===== src/rtl/reverb_pkg.sv =====
// Shared constants for the reverb delay-line scheduler.
//   NUM_TAPS  : comb taps served per frame
//   TAP_LEN   : per-tap circular buffer length (samples)
//   TAP_BASE  : per-tap base address in the shared delay RAM
//   state_t   : scheduler FSM states
package reverb_pkg;

  localparam int NUM_TAPS = 4;
  localparam int LEN_W    = 13;

  // Index [i] is tap i.
  localparam logic [NUM_TAPS-1:0][LEN_W-1:0] TAP_LEN =
    {13'd1356, 13'd1277, 13'd1188, 13'd1116};
  // Taps are packed back to back: TAP_BASE[i+1] = TAP_BASE[i] + TAP_LEN[i].
  localparam logic [NUM_TAPS-1:0][LEN_W-1:0] TAP_BASE =
    {13'd3581, 13'd2304, 13'd1116, 13'd0};

  typedef enum logic [2:0] {
    IDLE,
    RD_REQ,
    RD_WAIT,
    XCHG,
    WR_REQ,
    ADVANCE
  } state_t;

endpackage


===== src/rtl/reverb_tap_addr.sv =====
// Combinational per-tap address generator.
//   tap_len, tap_base : constants of the selected tap
//   wptr              : current write pointer of the selected tap
//   fx_size           : latched room size
//   rd_addr           : delayed read address (circular within the tap)
//   wr_addr           : write address (base + wptr)
module reverb_tap_addr #(
  parameter int PARAM_W = 7,
  parameter int ADDR_W  = 13
) (
  input  logic [ADDR_W-1:0]  tap_len,
  input  logic [ADDR_W-1:0]  tap_base,
  input  logic [ADDR_W-1:0]  wptr,
  input  logic [PARAM_W-1:0] fx_size,
  output logic [ADDR_W-1:0]  rd_addr,
  output logic [ADDR_W-1:0]  wr_addr
);

  localparam int PROD_W = ADDR_W + PARAM_W + 1;

  logic [PARAM_W:0]   size_p1;
  logic [PROD_W-1:0]  prod;
  logic [ADDR_W-1:0]  scaled;
  logic [ADDR_W-1:0]  delay;
  logic [ADDR_W-1:0]  rd_off;

  always_comb begin
    // (fx_size+1)/2^PARAM_W scales the delay; full size gives exactly tap_len.
    size_p1 = {1'b0, fx_size} + (PARAM_W+1)'(1);
    prod    = PROD_W'(tap_len) * PROD_W'(size_p1);
    scaled  = ADDR_W'(prod >> PARAM_W);
    // Zero delay would read the slot about to be written; clamp to 1.
    delay   = (scaled == '0) ? ADDR_W'(1) : scaled;
    rd_off  = (wptr >= delay) ? (wptr - delay) : (wptr + tap_len - delay);
    rd_addr = tap_base + rd_off;
    wr_addr = tap_base + wptr;
  end

endmodule


===== src/rtl/reverb_tap_scheduler.sv =====
// Reverb delay-line scheduler: per frame, one read then one write per tap
// against the shared single-port delay RAM.
//   clk, reset     : clock, synchronous active-high reset
//   sample_en      : frame strobe (fx_size latched here)
//   busy, overrun  : frame in progress; sticky strobe-while-busy flag
//   tap_rd_data    : delayed samples, taps_valid pulses when all updated
//   tap_wr_data    : feedback samples, accepted on wr_valid during exchange
//   frame_done     : one-cycle pulse at frame end (pointers advance)
//   mem_*          : RAM request/grant/read-return interface
module reverb_tap_scheduler #(
  parameter int DATA_W   = 16,
  parameter int PARAM_W  = 7,
  parameter int ADDR_W   = 13,
  parameter int NUM_TAPS = 4
) (
  input  logic                             clk,
  input  logic                             reset,
  input  logic                             sample_en,
  input  logic [PARAM_W-1:0]               fx_size,
  output logic                             busy,
  output logic                             overrun,
  output logic [NUM_TAPS-1:0][DATA_W-1:0]  tap_rd_data,
  output logic                             taps_valid,
  input  logic [NUM_TAPS-1:0][DATA_W-1:0]  tap_wr_data,
  input  logic                             wr_valid,
  output logic                             frame_done,
  output logic                             mem_req,
  output logic                             mem_we,
  output logic [ADDR_W-1:0]                mem_addr,
  output logic [DATA_W-1:0]                mem_wdata,
  input  logic                             mem_gnt,
  input  logic [DATA_W-1:0]                mem_rdata,
  input  logic                             mem_rvalid
);

  import reverb_pkg::*;

  localparam int IDX_W = (NUM_TAPS > 1) ? $clog2(NUM_TAPS) : 1;

  state_t                           state, state_nx;
  logic [IDX_W-1:0]                 idx;
  logic [PARAM_W-1:0]               size_q;
  logic [NUM_TAPS-1:0][ADDR_W-1:0]  wptr;
  logic [NUM_TAPS-1:0][DATA_W-1:0]  wr_q;
  logic                             xchg_d;
  logic                             last;
  logic [ADDR_W-1:0]                rd_addr, wr_addr;

  assign last = (idx == IDX_W'(NUM_TAPS-1));

  // Single shared address generator; everything it sees is held stable
  // while a request waits for grant, so mem_addr is stable too.
  reverb_tap_addr #(
    .PARAM_W (PARAM_W),
    .ADDR_W  (ADDR_W)
  ) u_addr (
    .tap_len  (ADDR_W'(TAP_LEN[idx])),
    .tap_base (ADDR_W'(TAP_BASE[idx])),
    .wptr     (wptr[idx]),
    .fx_size  (size_q),
    .rd_addr  (rd_addr),
    .wr_addr  (wr_addr)
  );

  always_ff @(posedge clk) begin
    if (reset) state <= IDLE;
    else       state <= state_nx;
  end

  always_comb begin
    state_nx = state;
    case (state)
      IDLE:    if (sample_en)  state_nx = RD_REQ;
      RD_REQ:  if (mem_gnt)    state_nx = RD_WAIT;
      RD_WAIT: if (mem_rvalid) state_nx = last ? XCHG : RD_REQ;
      XCHG:    if (wr_valid)   state_nx = WR_REQ;
      WR_REQ:  if (mem_gnt)    state_nx = last ? ADVANCE : WR_REQ;
      ADVANCE:                 state_nx = IDLE;
      default:                 state_nx = IDLE;
    endcase
  end

  // Moore outputs: nothing here depends on same-cycle inputs.
  always_comb begin
    busy       = (state != IDLE);
    mem_req    = (state == RD_REQ) || (state == WR_REQ);
    mem_we     = (state == WR_REQ);
    mem_addr   = '0;
    mem_wdata  = '0;
    if (state == RD_REQ) mem_addr = rd_addr;
    if (state == WR_REQ) begin
      mem_addr  = wr_addr;
      mem_wdata = wr_q[idx];
    end
    taps_valid = (state == XCHG) && !xchg_d;
    frame_done = (state == ADVANCE);
  end

  always_ff @(posedge clk) begin
    if (reset) begin
      idx         <= '0;
      size_q      <= '0;
      wptr        <= '0;
      tap_rd_data <= '0;
      wr_q        <= '0;
      overrun     <= 1'b0;
      xchg_d      <= 1'b0;
    end else begin
      xchg_d <= (state == XCHG);
      if (sample_en && state != IDLE) overrun <= 1'b1;
      case (state)
        IDLE: if (sample_en) begin
          size_q <= fx_size;
          idx    <= '0;
        end
        RD_WAIT: if (mem_rvalid) begin
          tap_rd_data[idx] <= mem_rdata;
          if (!last) idx <= idx + IDX_W'(1);
        end
        XCHG: if (wr_valid) begin
          wr_q <= tap_wr_data;
          idx  <= '0;
        end
        WR_REQ: if (mem_gnt && !last) idx <= idx + IDX_W'(1);
        ADVANCE: begin
          for (int i = 0; i < NUM_TAPS; i++)
            wptr[i] <= (wptr[i] == ADDR_W'(TAP_LEN[i]) - ADDR_W'(1)) ?
                       '0 : wptr[i] + ADDR_W'(1);
        end
        default: ;
      endcase
    end
  end

endmodule

===== config.mk =====
export PLATFORM = sky130hd
export DESIGN_NAME = reverb_tap_scheduler
export DESIGN_NICKNAME = d
export VERILOG_FILES = /design/src/rtl/reverb_pkg.sv /design/src/rtl/reverb_tap_addr.sv /design/src/rtl/reverb_tap_scheduler.sv
export SDC_FILE = /design/constraint.sdc
export NUM_CORES = 1
export LEC_CHECK = 0
export ABC_AREA = 1
export CAP_MARGIN = 10
export CORE_MARGIN = 4
export CORE_UTILIZATION = 49
export CTS_BUF_LIST = sky130_fd_sc_hd__clkbuf_16
export DETAILED_ROUTE_END_ITERATION = 8
export GPL_TIMING_DRIVEN = 1
export PLACE_DENSITY_LB_ADDON = 0.08
export SYNTH_ARGS = -nofsm -noshare
export SYNTH_HDL_FRONTEND = slang
export SYNTH_SLANG_ARGS = --single-unit

===== constraint.sdc =====
create_clock -name clk -period 23.2 [get_ports clk]
set_input_delay 2.32 -clock clk [delete_from_list [all_inputs] [get_ports clk]]
set_output_delay 2.32 -clock clk [all_outputs]
set_load 0.05 [all_outputs]

==> impl_metrics.env, run 1 <==
export IMPL_status="finished, final reports clean"
export IMPL_yosys_warnings=0
export IMPL_synth_edff_count=0
export IMPL_diodes=0
export IMPL_drt_vias_per_instance=5.45
export IMPL_cp_endpoint="mem_addr[12]"
export IMPL_met1_length_mm=19.3
export IMPL_crit_reg2reg_launch="state[1]"
export IMPL_dpl_hpwl_mm=32.4
export IMPL_cp_required_ps=20880
export IMPL_synth_most_common_cell="nand2_1"
export IMPL_synth_top_area_share_pct=28.2
export IMPL_ys_flop_type="dfxtp_1"
export IMPL_worst_path_max_delay_cell="clkdlybuf4s50_1"
export IMPL_wl_met2_mm=19.7
export IMPL_drv_slew=0
export IMPL_grt_util_all_layers_pct=27.3
export IMPL_synth_cell_type_count=54
export IMPL_top_layer="met5"
export IMPL_cts_tree="done"
export IMPL_nFillCells=2683
export IMPL_core_sq_um=27800
export IMPL_fin_setup_tns_ps=0
export IMPL_synth_top_area_cell="dfxtp_1"
export IMPL_timing_critical_path_buf_inv=8
export IMPL_hold_buffers=0
export IMPL_synth_net_count=2247
export IMPL_slew_limit_headroom_pct=28.2
export IMPL_drive_above_1_share_pct=4.00
export IMPL_tightest_slew_ps=1080
export IMPL_seq_area_frac_synth_pct=28.2
export IMPL_grt_ovfl_total=0
export IMPL_via_count=13800
export IMPL_drt_initial_drc_count=983
export IMPL_initial_core_util_pct=49.6
export IMPL_critPathMaxFanout=57
export IMPL_grt_pass1_wl_mm=68.9
export IMPL_finalCritPeriodShare_pct=55.4
export IMPL_post_cts_resized=0
export IMPL_synthCells=1999
export IMPL_synth_area_per_cell_sq_um=6.89
export IMPL_io_buffers=191
export IMPL_finClkSkew_ps=28.1
export IMPL_grt_pass1_vias=13300
export IMPL_clkSinkCount=194
export IMPL_cts_max_level=4
export IMPL_crit_path_start="idx[0]"
export IMPL_cp_top_family="adder cells"
export IMPL_grt_max_degree=99
export IMPL_end_kind="output port"
export IMPL_cts_max_path_buffers=2
export IMPL_r2r_end="state[2]"
export IMPL_rrSetupSlack_ps=20140
export IMPL_rows=61
export IMPL_insertion_delay_ps=460
export IMPL_ys_top_cells_by_area="dfxtp_1 28%, a21oi_1 10%, nand2_1 10%"
export IMPL_wl_per_cell_microns=17.0
export IMPL_root_buffer="clkbuf_16"
export IMPL_drtPass1Iterations=8
export IMPL_min_path_type="reg2reg"
export IMPL_clk_pin_slew_worst_paths_ps=90
export IMPL_syn_area_sq_um=13800
export IMPL_cts_buffers=17
export IMPL_gp_congestion=0.953
export IMPL_cp_arrival_ps=10530
export IMPL_wl_met3_mm=3.35
export IMPL_start_kind="flip-flop"
export IMPL_async_flop_share_pct=0
export IMPL_synth_common_cells="369 x nand2_1, 304 x inv_1, 283 x a21oi_1"
export IMPL_fin_nets=2385
export IMPL_cts_setup_buffers=0
export IMPL_areaGrowthSynthToFinish_pct=20.4
export IMPL_rsz0062_at_grt="false"
export IMPL_maxCapViolations=0
export IMPL_antenna_found_initial=1
export IMPL_die_h_microns=176
export IMPL_wl_mm=43.0
export IMPL_die_w_microns=176
export IMPL_max_clock_freq_mhz=77.8
export IMPL_die_area_sq_um=30900
export IMPL_cp_depth=40
export IMPL_critPathKind="reg2out"
export IMPL_drc=0
export IMPL_reg2regPathDepth=10
export IMPL_cpPeakStageDelay_ps=800
export IMPL_num_io_pins=192
export IMPL_setup_viol=0
export IMPL_ys_seq_elements=194
export IMPL_ant_nets=0
export IMPL_period_needed_ps=12850
export IMPL_crit_top_cell="nand2_1"
export IMPL_finalHoldViolCount=0
[layer usage]
metal / track usage [%] / up-vias
li1: - / 6840
met1: 36.9 / 6435
met2: 44.7 / 464
met3: 6.65 / 45
met4: 5.72 / 2
met5: 0 / -
[cell families (layout without fill, tap and decap cells)]
kind of cell | after synthesis | count (layout) | share of synthesized area [%]
AND/OR/NAND/NOR | 749 | 749 | 23.9
AO/OA/AOI/OAI | 475 | 475 | 18.4
buffers and inverters | 397 | 548 | 11.0
flip-flops | 194 | 194 | 28.2
adder cells (fa/ha/maj) | 155 | 155 | 16.7
XOR/XNOR | 27 | 27 | 1.72
multiplexers | 2 | 2 | 0.145
[final cells by class]
cell class	instances	area (sq um)	area share, %
multi-input combinational	1408	8400	50.6
sequential	194	3880	23.4
timing repair buffer	204	2010	12.1
inverter	312	1170	7.06
tap	378	473	2.85
clock buffer	17	425	2.56
clock inverter	15	236	1.43
[metrics by stage]
stage	cells	setup WS [ps]	utilization, %	hold WS (ps)	cell area (sq um)
after global routing	2528	9550	59.7	476	16600
after floorplan	1999	11770	-	430	13800
final	2528	10350	59.7	456	16600
after global placement	2496	10860	57.4	440	15900
after detailed placement	2496	10840	57.4	444	15900
after CTS	2528	10340	59.7	457	16600
[cells in the final DEF, fill, tap and decap left out, types with 17 or more instances in the layout]
master             n
clkbuf_16         17
a21oi_1          283
nand2_1          368
xor2_1            17
nand3_1          150
nor2_1           130
o21ai_0          134
ha_1             107
nor3_1            32
dfxtp_1          193
inv_1            303
clkdlybuf4s50_1  190
fa_1              48
[sequential cells by signal, indices dropped and copies added (netlist names)]
name         cells
xchg_d           1
overrun          1
size_q           7
state            3
idx              2
wr_q            64
tap_rd_data     64
wptr            52
[worst min path at each step]
stage | slack (ps) | cells after the start | to | from
2_1_floorplan | 430 | 2 | wr_q[39] | wr_q[39]
3_3_place_gp | 440 | 2 | wr_q[27] | wr_q[27]
3_5_place_dp | 440 | 2 | wr_q[34] | wr_q[34]
4_1_cts | 460 | 2 | wr_q[34] | wr_q[34]
5_1_grt | 480 | 2 | wr_q[47] | wr_q[47]
6_report | 460 | 2 | wr_q[34] | wr_q[34]
[worst reg2reg max path, stage by stage, from the launching register on]
cell and delay, ps:
dfxtp_1 380, nor2_1 170, inv_1 70, nor2_1 720, inv_1 700, nand2_1 300, a21oi_1 110, o21ai_0 110
inv_1 120, o21ai_0 160, a31oi_1 50
Power of run 1 is left out: the tool's default activity adds up to more than one toggle a clock period on the data nets, which glitch-free logic cannot reach.
==> run 2, diff against run 1 <==
Clock period 23.2 ns to 13.3 ns, I/O delays scaled along.
==> impl_metrics.env, run 2 (synthesized netlist as in run 1, its figures left out) <==
export IMPL_top_layer="met5"
export IMPL_cp_top_family="adder cells"
export IMPL_finClkSkew_ps=15.9
export IMPL_maxCapViolations=0
export IMPL_cpPeakStageDelay_ps=860
export IMPL_clk_pin_slew_worst_paths_ps=70
export IMPL_grt_pass1_vias=13200
export IMPL_top_regs="tap_rd_data: 64 flops, wr_q: 64 flops, wptr: 52 flops"
export IMPL_drv_slew=0
export IMPL_insertion_delay_ps=440
export IMPL_end_kind="output port"
export IMPL_rsz0062_at_grt="false"
export IMPL_critPathMaxFanout=57
export IMPL_grt_ovfl_total=0
export IMPL_cts_setup_buffers=0
export IMPL_cp_required_ps=11970
export IMPL_wl_met2_mm=19.0
export IMPL_cts_buffers=17
export IMPL_drtPass1Iterations=5
export IMPL_finalCritPeriodShare_pct=92.0
export IMPL_final_cell_mix="368 x nand2_1, 303 x inv_1, 283 x a21oi_1, 193 x dfxtp_1, 190 x clkdlybuf4s50_1"
export IMPL_rows=61
export IMPL_min_path_type="reg2reg"
export IMPL_drt_vias_per_instance=5.43
export IMPL_post_cts_resized=0
export IMPL_fin_nets=2384
export IMPL_initial_core_util_pct=49.6
export IMPL_setup_viol=0
export IMPL_die_area_sq_um=30900
export IMPL_drt_initial_drc_count=1293
export IMPL_via_count=13700
export IMPL_io_buffers=191
export IMPL_root_buffer="clkbuf_16"
export IMPL_crit_top_cell="nand2_1"
export IMPL_cp_arrival_ps=10910
export IMPL_dpl_hpwl_mm=32.7
export IMPL_ant_nets=0
export IMPL_layout_commonest_cell="nand2_1"
export IMPL_grt_max_degree=99
export IMPL_fin_setup_tns_ps=0
export IMPL_period_needed_ps=12240
export IMPL_met1_length_mm=19.3
export IMPL_die_w_microns=176
export IMPL_timing_critical_path_buf_inv=8
export IMPL_core_sq_um=27800
export IMPL_status="finished, final reports clean"
export IMPL_grt_pass1_wl_mm=68.3
export IMPL_wl_met3_mm=3.45
export IMPL_max_clock_freq_mhz=81.7
export IMPL_critPathKind="reg2out"
export IMPL_start_kind="flip-flop"
export IMPL_drc=0
export IMPL_num_io_pins=192
export IMPL_grt_util_all_layers_pct=27.1
export IMPL_wl_per_cell_microns=16.8
export IMPL_die_h_microns=176
export IMPL_worst_path_max_delay_cell="dfxtp_2"
export IMPL_cts_max_path_buffers=2
export IMPL_drive_above_1_share_pct=3.91
export IMPL_hold_buffers=0
export IMPL_diodes=0
export IMPL_gp_congestion=0.946
export IMPL_wl_mm=42.5
export IMPL_areaGrowthSynthToFinish_pct=19.7
export IMPL_finalHoldViolCount=0
export IMPL_antenna_found_initial=1
export IMPL_slew_limit_headroom_pct=26.3
export IMPL_clkSinkCount=194
export IMPL_tightest_slew_ps=1110
export IMPL_cts_tree="done"
export IMPL_cts_max_level=4
[run 2: cell types whose count changed in the layout (fill, tap and decap cells not counted), moves of 2 or more]
cell and change:
inv_12 -4, clkinv_4 +2, inv_16 -4, inv_8 +2, clkinv_8 -2, inv_6 +3
[run 2: layer usage]
metal,vias up,GRT usage (%)
li1,6823,-
met1,6423,37.6
met2,434,43.0
met3,37,7.08
met4,2,5.65
met5,-,0
[run 2: final cells by class]
type	count	area, sq um
sequential	194	3880
clock buffer	17	425
tap	378	473
multi-input combinational	1408	8400
timing repair buffer	203	2000
inverter	312	1170
clock inverter	15	141
fill	2674	11300
[run 2: per-stage QoR]
stage	setup WS [ps]	util, %	cell area (sq um)	cells	hold WS (ps)
6_report	1060	59.4	16500	2527	455
5_1_grt	197	59.4	16500	2527	475
4_1_cts	1110	59.4	16500	2527	457
3_5_place_dp	1600	57.3	15900	2495	446
3_3_place_gp	1800	57.3	15900	2495	440
2_1_floorplan	2860	-	13800	1999	430
[run 2: worst reg2reg max path, cell delays in order, from the launching register on]
cell     delay, ps
dfxtp_2        860
buf_4          550
ha_1           550
buf_4          360
inv_1          290
nor2_1         290
nand2_1        430
nand2_1        200
a21oi_1         80
[run 2: path summary, 6_finish.rpt]
path | from | endpoint | slack [ps] | cells after the start
worst min-delay path | wr_q[36] | wr_q[36] | 450 | 2
worst max register to register | idx[0] | tap_rd_data[62] | 9540 | 8
worst min register to register | wr_q[36] | wr_q[36] | 450 | 2
worst max-delay path | idx[0] | mem_addr[12] | 1060 | 40
Power of run 2 is left out for the same reason.
